File: config.mk
export PLATFORM = sky130hd
export DESIGN_NAME = pipe_hazard_ctrl_flat
export DESIGN_NICKNAME = d
export VERILOG_FILES = /design/src/rtl/pipe_hazard_ctrl_pkg.sv /design/src/rtl/pipe_hazard_ctrl_if.sv /design/src/rtl/pipe_hazard_ctrl_hazard_scoreboard.sv /design/src/rtl/pipe_hazard_ctrl.sv /design/src/flat_wrapper.sv
export SDC_FILE = /design/constraint.sdc
export NUM_CORES = 1
export LEC_CHECK = 0
export CORE_MARGIN = 4
export CORE_UTILIZATION = 45
export CTS_CLUSTER_DIAMETER = 60
export CTS_CLUSTER_SIZE = 12
export DETAILED_ROUTE_END_ITERATION = 6
export GPL_ROUTABILITY_DRIVEN = 0
export GPL_TIMING_DRIVEN = 0
export PLACE_DENSITY = 0.67
export SYNTH_ARGS = -nofsm -noshare
export SYNTH_HDL_FRONTEND = slang
export SYNTH_SLANG_ARGS = --single-unit
File: constraint.sdc
create_clock -name clk -period 3.39 [get_ports clk]
set_input_delay 0.678 -clock clk [delete_from_list [all_inputs] [get_ports clk]]
set_output_delay 0.678 -clock clk [all_outputs]
set_load 0.05 [all_outputs]
File: src/rtl/pipe_hazard_ctrl_pkg.sv
// Shared constants and state encoding for the decode/execute hazard controller.
package pipe_hazard_ctrl_pkg;
  localparam int REGFILE_ADDR   = 3;
  localparam int DATAPATH_WIDTH = 32;
  localparam int INST_WIDTH     = 32;

  localparam int NREGS_DEF        = 2 ** REGFILE_ADDR;
  localparam int PEND_W_DEF       = 2;
  localparam int FLUSH_CYCLES_DEF = 3;
  localparam int STALLCNT_W_DEF   = 16;

  typedef enum logic {
    ST_RUN   = 1'b0,
    ST_FLUSH = 1'b1
  } state_e;

  typedef logic [REGFILE_ADDR-1:0] reg_addr_t;
endpackage

File: src/rtl/pipe_hazard_ctrl_if.sv
// Decode/writeback/flush request bus and pipeline-control response bus.
interface pipe_hazard_ctrl_if;
  import pipe_hazard_ctrl_pkg::*;

  logic      dec_valid;
  logic      dec_uses_r1;
  reg_addr_t dec_r1;
  logic      dec_uses_r2;
  reg_addr_t dec_r2;
  logic      dec_wregen;
  reg_addr_t dec_wreg;
  logic      wb_valid;
  reg_addr_t wb_wreg;
  logic      flush_req;

  logic      fd_en;
  logic      de_en;
  logic      pipe_clear;
  logic      issue;
  logic      stall;
  logic [STALLCNT_W_DEF-1:0] stall_count;

  modport master (
    output dec_valid, dec_uses_r1, dec_r1, dec_uses_r2, dec_r2,
           dec_wregen, dec_wreg, wb_valid, wb_wreg, flush_req,
    input  fd_en, de_en, pipe_clear, issue, stall, stall_count
  );

  modport slave (
    input  dec_valid, dec_uses_r1, dec_r1, dec_uses_r2, dec_r2,
           dec_wregen, dec_wreg, wb_valid, wb_wreg, flush_req,
    output fd_en, de_en, pipe_clear, issue, stall, stall_count
  );
endinterface

File: src/rtl/pipe_hazard_ctrl_hazard_scoreboard.sv
// Per-register count of in-flight writes between decode issue and writeback retire.
module hazard_scoreboard #(
  parameter int NREGS  = 8,
  parameter int PEND_W = 2,
  localparam int AW    = $clog2(NREGS)
) (
  input  logic          clk,
  input  logic          reset,
  input  logic          clr,
  input  logic          inc_en,
  input  logic [AW-1:0] inc_idx,
  input  logic          dec_en,
  input  logic [AW-1:0] dec_idx,
  input  logic [AW-1:0] r1_idx,
  input  logic [AW-1:0] r2_idx,
  input  logic [AW-1:0] w_idx,
  output logic          r1_busy,
  output logic          r2_busy,
  output logic          w_full
);
  logic [NREGS-1:0][PEND_W-1:0] pend_q, pend_d;

  always_comb begin
    pend_d = pend_q;
    for (int i = 0; i < NREGS; i++) begin
      logic inc_hit, dec_hit;
      inc_hit = inc_en && (inc_idx == AW'(i));
      dec_hit = dec_en && (dec_idx == AW'(i));
      if (clr)
        pend_d[i] = '0;
      else if (inc_hit && !dec_hit)
        pend_d[i] = pend_q[i] + PEND_W'(1);
      // A retire against an empty counter is a protocol error; hold at zero.
      else if (dec_hit && !inc_hit && pend_q[i] != '0)
        pend_d[i] = pend_q[i] - PEND_W'(1);
    end
  end

  always_ff @(posedge clk or negedge reset) begin
    if (!reset) pend_q <= '0;
    else        pend_q <= pend_d;
  end

  assign r1_busy = pend_q[r1_idx] != '0;
  assign r2_busy = pend_q[r2_idx] != '0;
  assign w_full  = pend_q[w_idx] == '1;

  a_no_underflow: assert property (@(posedge clk) disable iff (!reset)
    (dec_en && !clr) |-> (pend_q[dec_idx] != '0))
    else $error("hazard_scoreboard: retire of reg %0d with no write in flight", dec_idx);
endmodule

File: src/rtl/pipe_hazard_ctrl.sv
// Drives the fetch/decode and decode/execute register enables, stalls on RAW
// hazards against in-flight writes, and sequences pipeline flushes.
module pipe_hazard_ctrl
  import pipe_hazard_ctrl_pkg::*;
#(
  parameter int NREGS        = NREGS_DEF,
  parameter int PEND_W       = PEND_W_DEF,
  parameter int FLUSH_CYCLES = FLUSH_CYCLES_DEF,
  parameter int STALLCNT_W   = STALLCNT_W_DEF
) (
  input logic              clk,
  input logic              reset,
  pipe_hazard_ctrl_if.slave bus
);
  localparam int FCW = (FLUSH_CYCLES > 1) ? $clog2(FLUSH_CYCLES) : 1;
  localparam logic [FCW-1:0] FC_LOAD = FCW'(FLUSH_CYCLES - 1);

  state_e                  state_q, state_d;
  logic [FCW-1:0]          flush_ctr_q, flush_ctr_d;
  logic [STALLCNT_W-1:0]   stall_count_q, stall_count_d;

  logic sb_clr, sb_inc, sb_dec;
  logic r1_busy, r2_busy, w_full, hazard;
  logic fd_en, de_en, pipe_clear, issue, stall;

  hazard_scoreboard #(.NREGS(NREGS), .PEND_W(PEND_W)) u_sb (
    .clk     (clk),
    .reset   (reset),
    .clr     (sb_clr),
    .inc_en  (sb_inc),
    .inc_idx (bus.dec_wreg),
    .dec_en  (sb_dec),
    .dec_idx (bus.wb_wreg),
    .r1_idx  (bus.dec_r1),
    .r2_idx  (bus.dec_r2),
    .w_idx   (bus.dec_wreg),
    .r1_busy (r1_busy),
    .r2_busy (r2_busy),
    .w_full  (w_full)
  );

  // No writeback bypass: a source retiring this cycle still counts as busy.
  assign hazard = bus.dec_valid & ((bus.dec_uses_r1 & r1_busy) |
                                   (bus.dec_uses_r2 & r2_busy) |
                                   (bus.dec_wregen  & w_full));

  always_comb begin
    state_d     = state_q;
    flush_ctr_d = flush_ctr_q;
    fd_en       = 1'b1;
    de_en       = 1'b1;
    pipe_clear  = 1'b0;
    issue       = 1'b0;
    stall       = 1'b0;
    sb_clr      = 1'b0;
    sb_inc      = 1'b0;
    sb_dec      = 1'b0;
    unique case (state_q)
      ST_RUN: begin
        if (bus.flush_req) begin
          fd_en       = 1'b0;
          pipe_clear  = 1'b1;
          sb_clr      = 1'b1;
          state_d     = ST_FLUSH;
          flush_ctr_d = FC_LOAD;
        end else begin
          stall  = hazard;
          issue  = bus.dec_valid & ~hazard;
          fd_en  = ~hazard;
          sb_inc = issue & bus.dec_wregen;
          sb_dec = bus.wb_valid;
        end
      end
      ST_FLUSH: begin
        fd_en      = 1'b0;
        pipe_clear = 1'b1;
        if (bus.flush_req)
          flush_ctr_d = FC_LOAD;
        else if (flush_ctr_q == '0)
          state_d = ST_RUN;
        else
          flush_ctr_d = flush_ctr_q - FCW'(1);
      end
      default: state_d = ST_RUN;
    endcase
    stall_count_d = (stall && stall_count_q != '1) ? stall_count_q + STALLCNT_W'(1)
                                                   : stall_count_q;
  end

  always_ff @(posedge clk or negedge reset) begin
    if (!reset) begin
      state_q       <= ST_RUN;
      flush_ctr_q   <= '0;
      stall_count_q <= '0;
    end else begin
      state_q       <= state_d;
      flush_ctr_q   <= flush_ctr_d;
      stall_count_q <= stall_count_d;
    end
  end

  assign bus.fd_en       = fd_en;
  assign bus.de_en       = de_en;
  assign bus.pipe_clear  = pipe_clear;
  assign bus.issue       = issue;
  assign bus.stall       = stall;
  assign bus.stall_count = stall_count_q;
endmodule

File: src/flat_wrapper.sv
// flat-port wrapper written by rule: the top's interface ports become plain ports
module pipe_hazard_ctrl_flat import pipe_hazard_ctrl_pkg::*;
#(
  parameter int NREGS        = NREGS_DEF,
  parameter int PEND_W       = PEND_W_DEF,
  parameter int FLUSH_CYCLES = FLUSH_CYCLES_DEF,
  parameter int STALLCNT_W   = STALLCNT_W_DEF
)
  (clk, reset, bus_dec_valid, bus_dec_uses_r1, bus_dec_r1, bus_dec_uses_r2, bus_dec_r2, bus_dec_wregen, bus_dec_wreg, bus_wb_valid, bus_wb_wreg, bus_flush_req, bus_fd_en, bus_de_en, bus_pipe_clear, bus_issue, bus_stall, bus_stall_count);
  pipe_hazard_ctrl_if bus_i ();
  input logic clk;
  input logic reset;
  input wire logic [$bits(bus_i.dec_valid)-1:0] bus_dec_valid;
  input wire logic [$bits(bus_i.dec_uses_r1)-1:0] bus_dec_uses_r1;
  input wire logic [$bits(bus_i.dec_r1)-1:0] bus_dec_r1;
  input wire logic [$bits(bus_i.dec_uses_r2)-1:0] bus_dec_uses_r2;
  input wire logic [$bits(bus_i.dec_r2)-1:0] bus_dec_r2;
  input wire logic [$bits(bus_i.dec_wregen)-1:0] bus_dec_wregen;
  input wire logic [$bits(bus_i.dec_wreg)-1:0] bus_dec_wreg;
  input wire logic [$bits(bus_i.wb_valid)-1:0] bus_wb_valid;
  input wire logic [$bits(bus_i.wb_wreg)-1:0] bus_wb_wreg;
  input wire logic [$bits(bus_i.flush_req)-1:0] bus_flush_req;
  output wire logic [$bits(bus_i.fd_en)-1:0] bus_fd_en;
  output wire logic [$bits(bus_i.de_en)-1:0] bus_de_en;
  output wire logic [$bits(bus_i.pipe_clear)-1:0] bus_pipe_clear;
  output wire logic [$bits(bus_i.issue)-1:0] bus_issue;
  output wire logic [$bits(bus_i.stall)-1:0] bus_stall;
  output wire logic [$bits(bus_i.stall_count)-1:0] bus_stall_count;
  assign bus_i.dec_valid = bus_dec_valid;
  assign bus_i.dec_uses_r1 = bus_dec_uses_r1;
  assign bus_i.dec_r1 = bus_dec_r1;
  assign bus_i.dec_uses_r2 = bus_dec_uses_r2;
  assign bus_i.dec_r2 = bus_dec_r2;
  assign bus_i.dec_wregen = bus_dec_wregen;
  assign bus_i.dec_wreg = bus_dec_wreg;
  assign bus_i.wb_valid = bus_wb_valid;
  assign bus_i.wb_wreg = bus_wb_wreg;
  assign bus_i.flush_req = bus_flush_req;
  assign bus_fd_en = bus_i.fd_en;
  assign bus_de_en = bus_i.de_en;
  assign bus_pipe_clear = bus_i.pipe_clear;
  assign bus_issue = bus_i.issue;
  assign bus_stall = bus_i.stall;
  assign bus_stall_count = bus_i.stall_count;
  pipe_hazard_ctrl #(.NREGS(NREGS), .PEND_W(PEND_W), .FLUSH_CYCLES(FLUSH_CYCLES), .STALLCNT_W(STALLCNT_W)) u_core (.clk(clk), .reset(reset), .bus(bus_i));
endmodule
==> results.toml, run 1 <==
[logic_synthesis]
syn_area_mm2 = 0.00233
synth.most_common_cell = "dfrtp_1"
ys_ff_latch = 35
async_flop_share_pct = 100
ys_top_cells_by_area = "dfrtp_1 (38%), xor2_1 (4.5%), nor3_1 (3.9%)"
yosysWarnings = 0
synth_top_area_cell = "dfrtp_1"
yosys.area.top_type_share_pct = 37.6
synth_edf_count = 0
ys_types = 51
yosysSeqAreaShare_pct = 37.6
synth_ff_type = "dfrtp_1"
synthTopCellsByCount = "dfrtp_1 (35), nand2_1 (22), nor2_1 (22)"
synthesis.nets = 283
avgSynthCellArea_um2 = 8.93
syn_inst = 261

[timing]
report.final.slew_viol_count = 0
hold_viol_final = 0
max_freq_mhz = 305
fin_setup_tns_ns = 0
tightest_slew_ns = 0.795
grt_setup_unrepaired = "false"
clock_skew_ns = 0.00463
finalHoldWorstSlack_ns = 0.469
max-slew-margin-rel_pct = 47.0
min_period_ns = 3.27
setup_viol = 0
period_share_pct = 96.6

[pwr]
power.total_w = 0.00125
ir_drop_mv = 0.369
leakagePower_nw = 1.22
powerDensity_mw_per_mm2 = 425

[floorplanning]
rows = 25
core_area_mm2 = 0.00488
pin_count = 41
die_w_um = 80.0
die_h_um = 80.0
die_area_mm2 = 0.00639
initial_utilization_pct = 47.7

[worst_setup_path]
cp_max_fo = 6
rrSetupSlack_ns = 0.81
worstSetupEndpointType = "primary output"
worstSetupStartpointType = "primary input"
crit_required_ns = 2.71
criticalPathCategory = "primary input to primary output"
worstPathArrival_ns = 2.60

[finish]
syn_to_final_growth_pct = 26.0
drive_gt1_share_pct = 12.3
final-seq-area_um2 = 876
nets = 331
nFillCells = 454
final_area_mm2 = 0.00294
multiInputGateArea_mm2 = 0.00138
antenna_cells = 0

[global_routing]
antenna_found_initial = 0
grt_pass1_wl_um = 9700
grt_pass1_vias = 2058
grt_overflow = 0
grt_use_total_pct = 19.4
grt_max_degree = 36

[placement]
numPortBuffers = 39
place_hpwl_um = 4380
dpl_cell_area_mm2 = 0.00280

[cts]
cts.sinks = 35
clk_pin_slew_ns = 0.07
root_buffer = "clkbuf_8"
cts_tree = "built"
cts_max_level = 2
clock_latency_ns = 0.29
cts_buffer_depth = 2
cts_inserted_buffers = 5

[detailed_routing]
first_pass_iters = 4
routedWlPerCell_um = 15.4
via_per_inst = 5.65
drc = 0
routed_wl_um = 5790
first_iter_violations = 102
drtAntennaViolNets = 0
dr_total_vias = 2130

[worst_hold_path]
hold_class = "primary input to asynchronous set/reset pin"

[outcome]
status = "completed"

[job]
drv_cap = 0
flip-flops by register name (all words and copies together) (netlist names):
signal / cells
u_core.bus.stall_count: 16
u_core.u_sb.pend_q: 16
u_core.flush_ctr_q: 2
u_core.state_q: 1
repair_timing:
action / 4_1_cts / 5_1_grt
gates resized for setup: 20 / 2
endpoints found under the setup margin: 3 / 3
pin swaps: 1 / 2
hold buffers: 0 / 0
buffers inserted: 0 / 2
per-stage QoR:
| stage | cells | worst slack, ns | util (%) |
|---|---|---|---|
| 2_1_floorplan | 261 | 0.433 | - |
| 4_1_cts | 375 | 0.0430 | 59.8 |
| 3_5_place_dp | 367 | -0.781 | 57.4 |
| 6_report | 377 | 0.117 | 60.2 |
| 3_3_place_gp | 367 | -0.770 | 57.5 |
| 5_1_grt | 377 | 0.0270 | 60.2 |
cell type report:
type,count,share of cell area (%)
Timing Repair Buffer,41,13.4
Inverter,16,2.05
Clock buffer,6,2.81
Clock inverter,2,1.19
Sequential cell,35,29.8
Buffer,4,0.895
Tap cell,67,2.86
Multi-Input combinational cell,206,47.0
where the power goes:
group	leakage, nW	total, W	internal [W]	switching (W)
Clock	0.0612	0.000393	0.000238	0.000155
Combinational	0.690	0.000345	0.000136	0.000209
Sequential	0.464	0.000509	0.000460	0.0000488
Total	1.22	0.00125	0.000835	0.000413
worst max-delay path, cell delays in order:
cell and delay, ns:
clkdlybuf4s50_1 0.56, inv_2 0.11, mux4_2 0.31, mux2_2 0.32, o211ai_4 0.25, and2_4 0.21, buf_6 0.16
cells in the final DEF, fill, tap and decap left out, types with 4 or more instances in the layout:
| cell type | Yosys | final |
|---|---|---|
| clkdlybuf4s50_1 | 0 | 34 |
| nand3_1 | 14 | 14 |
| nor3_1 | 18 | 18 |
| nor2b_1 | 4 | 4 |
| a21oi_1 | 9 | 9 |
| nor3b_1 | 7 | 7 |
| dfrtp_1 | 35 | 35 |
| nand2_1 | 22 | 22 |
| nand2b_1 | 6 | 6 |
| clkbuf_8 | 0 | 6 |
| o31ai_1 | 5 | 5 |
| xor2_1 | 12 | 12 |
| o21ai_0 | 9 | 9 |
| and3_1 | 7 | 7 |
| nor4b_1 | 4 | 4 |
| nor4_1 | 8 | 8 |
| nor2_1 | 22 | 22 |
| xnor2_1 | 6 | 6 |
| inv_1 | 15 | 14 |
kinds of logic (layout without fill, tap and decap cells):
group | after synthesis | after routing | share of synthesized area [%]
and+or+nand+nor | 130 | 130 | 31.2
xor gates and xnor gates | 18 | 18 | 6.77
muxes | 4 | 4 | 3.06
adders and majority gates | 2 | 2 | 1.07
buffers and inverters | 20 | 69 | 3.71
AOI/OAI and AO/OA | 51 | 51 | 16.4
other | 1 | 1 | 0.161
DFF | 35 | 35 | 37.6
worst paths after layout:
kind                                               to  cells after the start                  startpoint
max                                         bus_stall                      7             bus_dec_wreg[1]
min                             u_core.u_sb.pend_q[2]                      1                       reset
max reg2reg                    u_core.u_sb.pend_q[14]                      8       u_core.u_sb.pend_q[2]
min reg2reg                u_core.bus.stall_count[15]                      1  u_core.bus.stall_count[15]
max in group asynchronous      u_core.u_sb.pend_q[12]                      1                       reset
min in group clk           u_core.bus.stall_count[15]                      1  u_core.bus.stall_count[15]
routing by layer:
metal / global-route usage [%] / part of all wire, % / up-vias
met5: 0 / 0 / -
met4: 5.57 / 1.6 / 0
met3: 3.39 / 4.0 / 8
met2: 32.2 / 47 / 50
met1: 25.8 / 47 / 1025
li1: - / - / 1047
No activity file was read; power rests on OpenSTA's default activity.
==> run 2: changes to the inputs <==
--- a/config.mk
+++ b/config.mk
@@ -8,7 +8,6 @@
 export CORE_MARGIN = 4
 export CORE_UTILIZATION = 45
 export CTS_CLUSTER_DIAMETER = 60
-export CTS_CLUSTER_SIZE = 12
 export DETAILED_ROUTE_END_ITERATION = 6
 export GPL_ROUTABILITY_DRIVEN = 0
 export GPL_TIMING_DRIVEN = 0
==> constraint.sdc (replaced) <==
create_clock -name clk -period 3.5 [get_ports clk]
set_input_delay 0.7 -clock clk [delete_from_list [all_inputs] [get_ports clk]]
set_output_delay 0.7 -clock clk [all_outputs]
set_load 0.05 [all_outputs]
==> run 2 against run 1 <==
Clock power fell by 3%. Core utilization fell by 0.23 points. Sequential power is 3% lower. Critical path type unchanged. Critical endpoint unchanged.
==> results.toml, run 2 (same netlist as run 1, synthesis figures left out) <==
[outcome]
status = "completed"

[global_routing]
grt_use_total_pct = 19.4
grt.met1_usage_pct = 25.7
grt_pass1_wl_um = 9690
grt_overflow = 0
busiest_layer = "met2"
grt_use_met2_pct = 32.2
use_met3_pct = 3.39
grt_max_degree = 36
grt_pass1_vias = 2052
antenna_found_initial = 0

[finish]
final_common_cell = "dfrtp_1"
nets = 329
syn_to_final_growth_pct = 25.5
layout_common_cells = "dfrtp_1 (35), clkdlybuf4s50_1 (34), nor2_1 (22), nand2_1 (22), nor3_1 (18)"
final_util_pct = 59.9
antenna_cells = 0
final_area_mm2 = 0.00292
drive_gt1_share_pct = 11.4

[detailed_routing]
drc = 0
dr_total_vias = 2117
first_iter_violations = 105
routedWlPerCell_um = 15.4
drtAntennaViolNets = 0
via_per_inst = 5.65
routed_wl_um = 5760
first_pass_iters = 4

[worst_setup_path]
crit_required_ns = 2.80
rrSetupSlack_ns = 0.94
max_stage_delay_ns = 0.48
r2r_cells = 7
critical_path_buf_inv_count = 3
cp_max_fo = 6
worstPathArrival_ns = 2.68
worstSetupEndpointType = "primary output"
worstSetupStartpointType = "primary input"
criticalPathCategory = "primary input to primary output"
cp_slowest_cell = "clkdlybuf4s50_1"
crit_family = "buffers and inverters"
crit_chain = "clkdlybuf4s50_1, inv_1, mux4_2, mux2_2, o211ai_4, and2_4, buf_6"
crit_cells = 7

[timing]
hold_viol_final = 0
finalHoldWorstSlack_ns = 0.488
max_freq_mhz = 296
tightest_slew_ns = 0.800
setup_viol = 0
report.final.slew_viol_count = 0
min_period_ns = 3.38
grt_setup_unrepaired = "false"
fin_setup_tns_ns = 0
clock_skew_ns = 0.00446
period_share_pct = 96.7
max-slew-margin-rel_pct = 46.7

[worst_hold_path]
hold_class = "primary input to asynchronous set/reset pin"

[cts]
cts_buffer_depth = 2
cts.sinks = 35
clock_latency_ns = 0.29
cts_max_level = 2
cts_setup_buffers = 0
root_buffer = "clkbuf_8"
clk_pin_slew_ns = 0.07
cts_inserted_buffers = 5
cts_tree = "built"

[job]
drv_cap = 0

[placement]
place_hpwl_um = 4380
dpl_cell_area_mm2 = 0.00280
numPortBuffers = 39

[floorplanning]
die_h_um = 80.0
die_w_um = 80.0
initial_utilization_pct = 47.7
rows = 25
die_area_mm2 = 0.00639
core_area_mm2 = 0.00488
pin_count = 41

[pwr]
powerDensity_mw_per_mm2 = 412
leakagePower_nw = 1.22
ir_drop_mv = 0.358
## run 2: cell count changes in the layout (fill, tap and decap cells not counted)
cell / previous run / this run
buf_4: 3 / 1
dlygate4sd2_1: 1 / 0
dlymetal6s2s_1: 0 / 1
inv_1: 14 / 15
inv_2: 2 / 1
## run 2: layer usage
layer / wire [um] / vias to the layer above
li1: - / 1043
met1: 2660 / 1003
met2: 2710 / 63
met3: 291 / 8
met4: 95 / 0
met5: 0 / -
## run 2: power breakdown
group | switching [W] | total, W | internal [W]
logic | 0.000202 | 0.000331 | 0.000130
clock network | 0.000151 | 0.000381 | 0.000231
registers | 0.0000467 | 0.000492 | 0.000446
total | 0.000399 | 0.00121 | 0.000806
## run 2: worst paths after layout
path	from	endpoint
max	bus_dec_wreg[1]	bus_stall
min	reset	u_core.u_sb.pend_q[2]
max reg2reg	u_core.u_sb.pend_q[2]	u_core.u_sb.pend_q[14]
min reg2reg	u_core.bus.stall_count[15]	u_core.bus.stall_count[15]
max in group asynchronous	reset	u_core.u_sb.pend_q[12]
min in group clk	u_core.bus.stall_count[15]	u_core.bus.stall_count[15]
## run 2: final cells by class
class	count	area, um2
repair buffers	39	382
flip-flops and latches	35	876
inverters	16	60.1
clock buffers	6	82.6
clock inverters	2	35.0
well taps	67	83.8
plain buffers	4	26.3
multi-input cells	206	1380
fillers	455	1960
## run 2: repair_timing
| action | CTS | global route |
|---|---|---|
| hold endpoints to repair | 0 | 0 |
| pin swaps | 0 | 3 |
| endpoints found under the setup margin | 3 | 2 |
| hold buffers | 0 | 0 |
| resized for setup | 18 | 3 |
## run 2: through the flow
| step | setup WS, ns | cells | power, W |
|---|---|---|---|
| 2_1_floorplan | 0.499 | 261 | 0.000711 |
| 3_3_place_gp | -0.704 | 367 | 0.000822 |
| 3_5_place_dp | -0.715 | 367 | 0.000831 |
| 4_1_cts | -0.0376 | 375 | 0.00122 |
| 5_1_grt | 0.0135 | 375 | 0.00128 |
| 6_report | 0.117 | 375 | 0.00121 |
==> run 3: changes to the inputs <==
--- a/config.mk
+++ b/config.mk
@@ -5,6 +5,7 @@
 export SDC_FILE = /design/constraint.sdc
 export NUM_CORES = 1
 export LEC_CHECK = 0
+export CAP_MARGIN = 25
 export CORE_MARGIN = 4
 export CORE_UTILIZATION = 45
 export CTS_CLUSTER_DIAMETER = 60
@@ -12,6 +13,7 @@
 export GPL_ROUTABILITY_DRIVEN = 0
 export GPL_TIMING_DRIVEN = 0
 export PLACE_DENSITY = 0.67
+export SKIP_CTS_REPAIR_TIMING = 1
 export SYNTH_ARGS = -nofsm -noshare
 export SYNTH_HDL_FRONTEND = slang
 export SYNTH_SLANG_ARGS = --single-unit
==> run 3 against run 2 <==
Final cell count did not move. Setup slack got worse by 0.0089 ns. Power barely moved. Sequential power barely moved. Via count fell by 0.24%. Sequential cell count did not move. Global-route usage fell by 0.081 points. Core utilization did not move. Clock skew barely moved. Final area did not move. Hold slack barely moved. Die area did not move. Critical path type unchanged.
==> results.toml, run 3 (same netlist as run 1, synthesis figures left out) <==
[timing]
min_period_ns = 3.39
grt_setup_unrepaired = "false"
report.final.slew_viol_count = 0
finalHoldWorstSlack_ns = 0.488
max_freq_mhz = 295
period_share_pct = 96.9
tightest_slew_ns = 0.797
max-slew-margin-rel_pct = 46.8
hold_viol_final = 0
clock_skew_ns = 0.00426
setup_viol = 0

[worst_setup_path]
criticalPathCategory = "primary input to primary output"
worstSetupStartpointType = "primary input"
endpoint = "bus_stall"
max_stage_delay_ns = 0.48
worstSetupEndpointType = "primary output"
r2r-start = "u_core.u_sb.pend_q[2]"
startpoint = "bus_dec_wreg[1]"
rrSetupSlack_ns = 0.93
crit_required_ns = 2.80
crit_chain = "clkdlybuf4s50_1, inv_1, mux4_2, mux2_2, o211ai_4, and2_4, buf_6"
crit_family = "buffers and inverters"
cp_max_fo = 6
critical_path_buf_inv_count = 3
worstPathArrival_ns = 2.69
crit_cells = 7
r2r-end = "u_core.u_sb.pend_q[14]"
r2r_cells = 7
cp_slowest_cell = "clkdlybuf4s50_1"

[cts]
clock_latency_ns = 0.29
cts_max_level = 2
cts.sinks = 35
root_buffer = "clkbuf_8"
cts_buffer_depth = 2
cts_tree = "built"
cts_inserted_buffers = 5
clk_pin_slew_ns = 0.07

[floorplanning]
initial_utilization_pct = 47.7
core_area_mm2 = 0.00488
rows = 25
die_w_um = 80.0
pin_count = 41
die_area_mm2 = 0.00639
die_h_um = 80.0

[placement]
dpl_cell_area_mm2 = 0.00280
numPortBuffers = 39
place_hpwl_um = 4380

[global_routing]
grt_overflow = 0
grt_max_degree = 36
antenna_found_initial = 0
grt_pass1_vias = 2039
grt_use_total_pct = 19.3
grt_pass1_wl_um = 9630

[pwr]
power.total_w = 0.00121
switchingPower_w = 0.000400
p_sw_share_pct = 33.1
clock_power_share_pct = 31.6
powerDensity_mw_per_mm2 = 412
leakagePower_nw = 1.21
p_comb_share_pct = 27.5
power_frac_seq_pct = 40.8
p_int_w = 0.000806
ir_drop_mv = 0.358

[outcome]
status = "completed"

[finish]
final_area_mm2 = 0.00292
layout_common_cells = "dfrtp_1 (35), clkdlybuf4s50_1 (34), nor2_1 (22), nand2_1 (22), nor3_1 (18)"
multiInputGateArea_mm2 = 0.00138
nets = 329
syn_to_final_growth_pct = 25.5
drive_gt1_share_pct = 11.4
nFillCells = 455
final_common_cell = "dfrtp_1"
antenna_cells = 0
final-seq-area_um2 = 876

[job]
drv_cap = 0

[detailed_routing]
first_iter_violations = 97
dr_total_vias = 2112
routed_wl_um = 5770
via_per_inst = 5.63
drtAntennaViolNets = 0
routedWlPerCell_um = 15.4
first_pass_iters = 4
drc = 0

[worst_hold_path]
hold_class = "primary input to asynchronous set/reset pin"
==> run 3: cell types whose count changed in the layout (fill, tap and decap cells not counted), sizes merged <==
| cell | change |
|---|---|
| buf | -1 |
| clkbuf | +1 |
==> run 3: per-layer routing <==
layer	vias to the layer above	GRT usage, %	part of all wire [%]
met2	54	32.0	47
li1	1045	-	-
met1	1005	25.6	47
met3	8	3.61	4.3
met4	0	5.41	1.6
met5	-	0	0
==> run 3: final cells by class <==
cell class              count  area share [%]
well taps                  67            2.87
repair buffers             39            13.1
clock buffers               6            2.82
multi-input cells         206            47.2
plain buffers               4           0.899
inverters                  16            2.05
flip-flops and latches     35            30.0
clock inverters             2            1.20
==> run 3: worst min-delay path by stage <==
stage                            endpoint  depth (start not counted)
6_report            u_core.u_sb.pend_q[2]                          1
5_1_grt        u_core.bus.stall_count[15]                          1
3_3_place_gp        u_core.flush_ctr_q[1]                          1
4_1_cts        u_core.bus.stall_count[15]                          1
2_1_floorplan   u_core.bus.stall_count[0]                          0
3_5_place_dp    u_core.bus.stall_count[4]                          1
==> run 3: metrics by stage <==
step	util, %	std cells	worst slack, ns	setup TNS, ns
floorplan	-	261	0.499	0
global placement	57.5	367	-0.704	-1.63
detailed placement	57.4	367	-0.715	-1.66
CTS	59.8	375	-0.731	-1.70
global route	59.9	375	0.00129	0
finish	59.9	375	0.108	0
==> run 3: power groups by stage <==
stage | clock network, W | registers [W] | logic [W]
global placement | 0 | 0.000498 | 0.000324
detailed placement | 0 | 0.000499 | 0.000332
CTS | 0.000391 | 0.000492 | 0.000333
global route | 0.000410 | 0.000503 | 0.000365
floorplan | 0 | 0.000528 | 0.000183
finish | 0.000382 | 0.000492 | 0.000332
==> RTL edit 1: new RTL, flow settings as in run 3 <==
Change the package constant `STALLCNT_W_DEF` from 16 to 20.
--- a/src/rtl/pipe_hazard_ctrl_pkg.sv
+++ b/src/rtl/pipe_hazard_ctrl_pkg.sv
@@ -8,5 +8,5 @@
   localparam int PEND_W_DEF       = 2;
   localparam int FLUSH_CYCLES_DEF = 3;
-  localparam int STALLCNT_W_DEF   = 16;
+  localparam int STALLCNT_W_DEF   = 20;
 
   typedef enum logic {
Ports: changed (resized bus_stall_count); port bits go from 41 to 45. No check against the original RTL was run, so the function may have changed too.
==> RTL edit 1 against run 3 <==
Design area grew 6.8%; clock power shrank 23%; total power decreased by 8.6%; critical path type unchanged; largest cell class unchanged; synthesized cell count up 6.1%; sequential power increased by 5.1%; hold slack improved by 0.0052 ns; largest power group unchanged; first-iteration DRC count rose by 60%; sequential cell count increased by 4; wire length rose by 3.8%; via count is 6.5% higher; area after synthesis increased by 6.3%; critical endpoint unchanged; worst setup slack got worse by 0.0065 ns.
==> RTL edit 1: results (changes against run 3) <==
* WL met3 at 347 um (+39%)
* P_sw at 364 uW (-9.0%)
* IO buf count at 43 (+10%)
* Combinational power share at 26.5% (-1.0 points)
* Synth Area in Compound Gates at 16.2% (-0.26 points)
* Peak supply drop at 305 uV (-15%)
* Total grt overflow at 0 (unchanged)
* Fill cell count at 472 (+3.7%)
* Top cells by count, synth: dfrtp_1 (39), nor3_1 (25), nand2_1 (23)
* Setup crit start: bus_dec_wreg[0]
* Worst Skew at 0.00621 ns (+0.00195 ns)
* Worst Path Arrival at 2.70 ns (about the same)
* Vias in the first global route at 2170 (+6.4%)
* Clock Path Buffers at 2 (unchanged)
* Met1 GRT Util at 27.5% (+1.9 points)
* PwrDens at 353 nW/um^2 (-14%)
* Post-synth net total at 299 (+5.7%)
* R2r setup slk at roughly 0.94 ns
* R2R depth at 7 (unchanged)
* Slowest stage delay, CP at 0.48 ns (about the same)
* Vias/cell at 5.62 (-0.17%)
* Lkg Pwr at 1.35 nW (+11%)
* Yosys cell types at 45 (-12%)
* WL/cell at 15.0 um (-2.7%)
* DR top layer: met4
* Most frequent cell after synthesis: dfrtp_1
* Cells after synthesis at 277 (+6.1%)
* HPWL Detailed at 4.51 mm (+2.9%)
* Cell count after placement at 390 (+6.3%)
* Sequential power share at 46.9% (+6.1 points)
* GR Util met3 at 4.01% (+0.40 points)
* Crit path max-delay cell type: clkdlybuf4s50_1
* Run status: finished, final reports clean
* GRT Total Usage at 19.4% (+0.15 points)
* Worst-path clk slew at 0.07 ns (about the same)
* Reg2Reg Capture Point: u_core.bus.stall_count[1]
* Register area share after synthesis at 39.4% (+1.8 points)
* Grt met2 use at 29.7% (-2.2 points)
* Largest net degree at the start of global routing at 40 (+11%)
* Crit-path max FO at 10 (+4)
* DRT Wirelength at 5.99 mm (+3.8%)
* Post-synthesis mux area share at 0.455% (-2.6 points)
* Synth top area cells: dfrtp_1 (39%), xor2_1 (5.7%), nor3_1 (5.1%)
* Nets at 351 (+6.7%)
* Share of cells above drive strength 1 at 9.09% (-2.3 points)
* Relative slew slack at 43.6% (-3.2 points)
* Worst Hold Class: reg2reg
* Placed Area at 2990 um^2 (+6.8%)
* First-pass GRT wire length at 10.1 mm (+5.0%)
* XOR/XNOR share of the synthesized area at 7.07% (+0.31 points)
* Initial drt markers at 155 (+60%)
* Metal2 WL at 2.80 mm (+3.0%)
* Met1 WL at 2.78 mm (+2.8%)
* Adder-cell area share of the yosys netlist at 1.01% (-0.064 points)
* Share of flip-flops with an asynchronous set or reset at 100% (unchanged)
-- RTL edit 1: cell types whose count changed in the layout (fill, tap and decap cells not counted), moves of 5 or more --
cell / change
a211oi_1: +6
a21oi_1: +5
buf_4: +5
inv_1: -6
nand4_1: +5
nor2_1: -8
nor3_1: +7
o21a_1: +6
o31ai_1: -5
-- RTL edit 1: area by class of cell --
class,count,area [um^2],share of cell area [%]
multi-input cells,220,1430,45.7
clock inverters,1,5.00,0.160
well taps,70,87.6,2.81
inverters,9,33.8,1.08
repair buffers,45,449,14.4
clock buffers,7,76.3,2.44
flip-flops and latches,39,976,31.3
plain buffers,9,67.6,2.16
-- RTL edit 1: cell families after synthesis --
kind of cell | count (synthesis)
AOI/OAI and AO/OA | 58
buffers and inverters | 18
and+or+nand+nor | 138
xor gates and xnor gates | 20
muxes | 1
DFF | 39
other | 1
adders and majority gates | 2
-- RTL edit 1: how the worst min path moves through the flow --
| stage | from | to | slack, ns | cells after the start |
|---|---|---|---|---|
| final | u_core.bus.stall_count[16] | u_core.bus.stall_count[16] | 0.49 | 1 |
| after floorplan | reset | u_core.bus.stall_count[0] | 0.40 | 0 |
| after global routing | u_core.bus.stall_count[18] | u_core.bus.stall_count[18] | 0.52 | 1 |
| after CTS | u_core.bus.stall_count[10] | u_core.bus.stall_count[10] | 0.50 | 1 |
| after global placement | u_core.flush_ctr_q[1] | u_core.flush_ctr_q[1] | 0.47 | 1 |
| after detailed placement | u_core.bus.stall_count[10] | u_core.bus.stall_count[10] | 0.48 | 1 |
-- RTL edit 1: per-stage QoR --
step | TNS [ns] | setup WS [ns]
after detailed placement | -2.45 | -0.864
after global routing | 0 | 0.0130
after global placement | -2.41 | -0.850
after floorplan | 0 | 0.0154
final | 0 | 0.101
after CTS | -2.43 | -0.855
==> RTL edit 2: new RTL, flow settings as in run 3 <==
Made on the original files. Reset style: synchronous (`reset`), changed in 2 clocked blocks.
--- a/src/rtl/pipe_hazard_ctrl_hazard_scoreboard.sv
+++ b/src/rtl/pipe_hazard_ctrl_hazard_scoreboard.sv
@@ -37,5 +37,5 @@
   end
 
-  always_ff @(posedge clk or negedge reset) begin
+  always_ff @(posedge clk) begin
     if (!reset) pend_q <= '0;
     else        pend_q <= pend_d;
--- a/src/rtl/pipe_hazard_ctrl.sv
+++ b/src/rtl/pipe_hazard_ctrl.sv
@@ -88,5 +88,5 @@
   end
 
-  always_ff @(posedge clk or negedge reset) begin
+  always_ff @(posedge clk) begin
     if (!reset) begin
       state_q       <= ST_RUN;
Formal check against the unedited RTL: differs if reset is asserted again (counterexample within 4 cycles, from zero or initial values and one cycle with reset low); with reset held inactive, the same outputs for 4 cycles.
==> RTL edit 2 against run 3 <==
Sequential share of layout area decreased by 6.4 points; sequential cell count stayed put; area after synthesis increased by 1.8%; wire length up 4.4%; critical path depth grew 1; worst setup slack better by 0.015 ns; design area grew 1.6%.
Power is not compared: it rests on default switching activity, and its combinational part moved more than twofold at a synthesized area within 25%.
==> RTL edit 2: results (changes against run 3) <==
* Run status: finished, final reports clean
* WL met3 at 292 um (+17%)
* Pre-CTS WS at -1.08 ns (-0.368 ns)
* Setup crit start: bus_dec_r1[1]
* Cell count after placement at 405 (+10%)
* Buffering overhead at 15.7% (+1.8 points)
* Initial drt markers at 85 (-12%)
* HPWL Detailed at 4.61 mm (+5.2%)
* Fin area at 2970 um^2 (+1.6%)
* Non-Clock Buffer Count at 51 (+19%)
* Crit share post-route at 96.5% (-0.43 points)
* Crit path max-delay cell type: or3b_1
* Share of flip-flops with an asynchronous set or reset at 0% (-100 points)
* First-pass GRT wire length at 10.0 mm (+4.1%)
* Met1 GRT Util at 24.7% (-0.89 points)
* Post-synth top area share at 29.6% (-8.0 points)
* # clk buffers at 8 (+2)
* Multi-Input Combinational at 236 (+15%)
* Cell Count, Final, Fillers Out at 416 (+11%)
* Post-synth net total at 320 (+13%)
* Vias in the first global route at 2167 (+6.3%)
* Placed Area at 2830 um^2 (+1.1%)
* Share of cells above drive strength 1 at 13.3% (+1.9 points)
* R2r setup slk at 1.01 ns (+0.08 ns)
* Nets at 367 (+12%)
* Grt met2 use at 33.1% (+1.2 points)
* GR Util met3 at 4.71% (+1.1 points)
* WL/cell at 14.5 um (-5.9%)
* Clock buffers and inverters, area share at 3.37% (-0.65 points)
* Slowest stage delay, CP at 0.40 ns (-0.08 ns)
* Synth top area cells: dfxtp_1 (30%), nor2_1 (5.9%), xnor2_1 (4.8%)
* CP endpoint: bus_issue
* Most frequent cell after synthesis: nor2_1
* Crit-path max FO at 10 (+4)
* Worst Skew at 0.00358 ns (-0.000680 ns)
* Worst Path Arrival at 2.68 ns (about the same)
* Fill cell count at 514 (+13%)
* Reg-to-Reg Start: u_core.u_sb.pend_q[2]
* Reg2Reg Capture Point: u_core.u_sb.pend_q[6]
* Metal2 WL at 2.88 mm (+5.8%)
* Fraction of area in multi-input gates at 52.4% (+5.2 points)
* Synth Flop Type: dfxtp_1
* Cells after synthesis at 298 (+14%)
* Vias/cell at 5.48 (-2.7%)
* Met1 WL at 2.77 mm (+2.5%)
* IO buf count at 37 (-5.1%)
* Top cells by count, synth: nor2_1 (37), dfxtp_1 (35), nand2_1 (29)
* Cell family with most CP delay: simple AND/OR/NAND/NOR gates
* Initial antenna violation count at 0 (unchanged)
==> RTL edit 2: cell count changes after synthesis, sizes merged, moves of 6 or more <==
cell | before | now
xnor2 | 6 | 13
nand2 | 23 | 29
nand2b | 6 | 0
dfrtp | 35 | 0
dfxtp | 0 | 35
nor2 | 22 | 37
xor2 | 12 | 1
buf | 2 | 8
nand4 | 0 | 8
==> RTL edit 2: cells by family after synthesis <==
family          count (synthesis)  synth area share [%]
simple gates                  168                  40.8
compound gates                 48                  15.9
flops                          35                  29.6
buf+inv                        27                  5.54
xor+xnor                       14                  5.17
mux                             3                  1.79
fa+ha+maj                       2                  1.06
other cells                     1                 0.158
==> RTL edit 2: through the flow <==
| stage | hold slack [ns] | setup TNS [ns] |
|---|---|---|
| 2_1_floorplan | 0.471 | 0 |
| 5_1_grt | 0.535 | -0.0236 |
| 4_1_cts | 0.510 | -3.10 |
| 3_3_place_gp | 0.484 | -2.97 |
| 6_report | 0.503 | 0 |
| 3_5_place_dp | 0.498 | -3.02 |
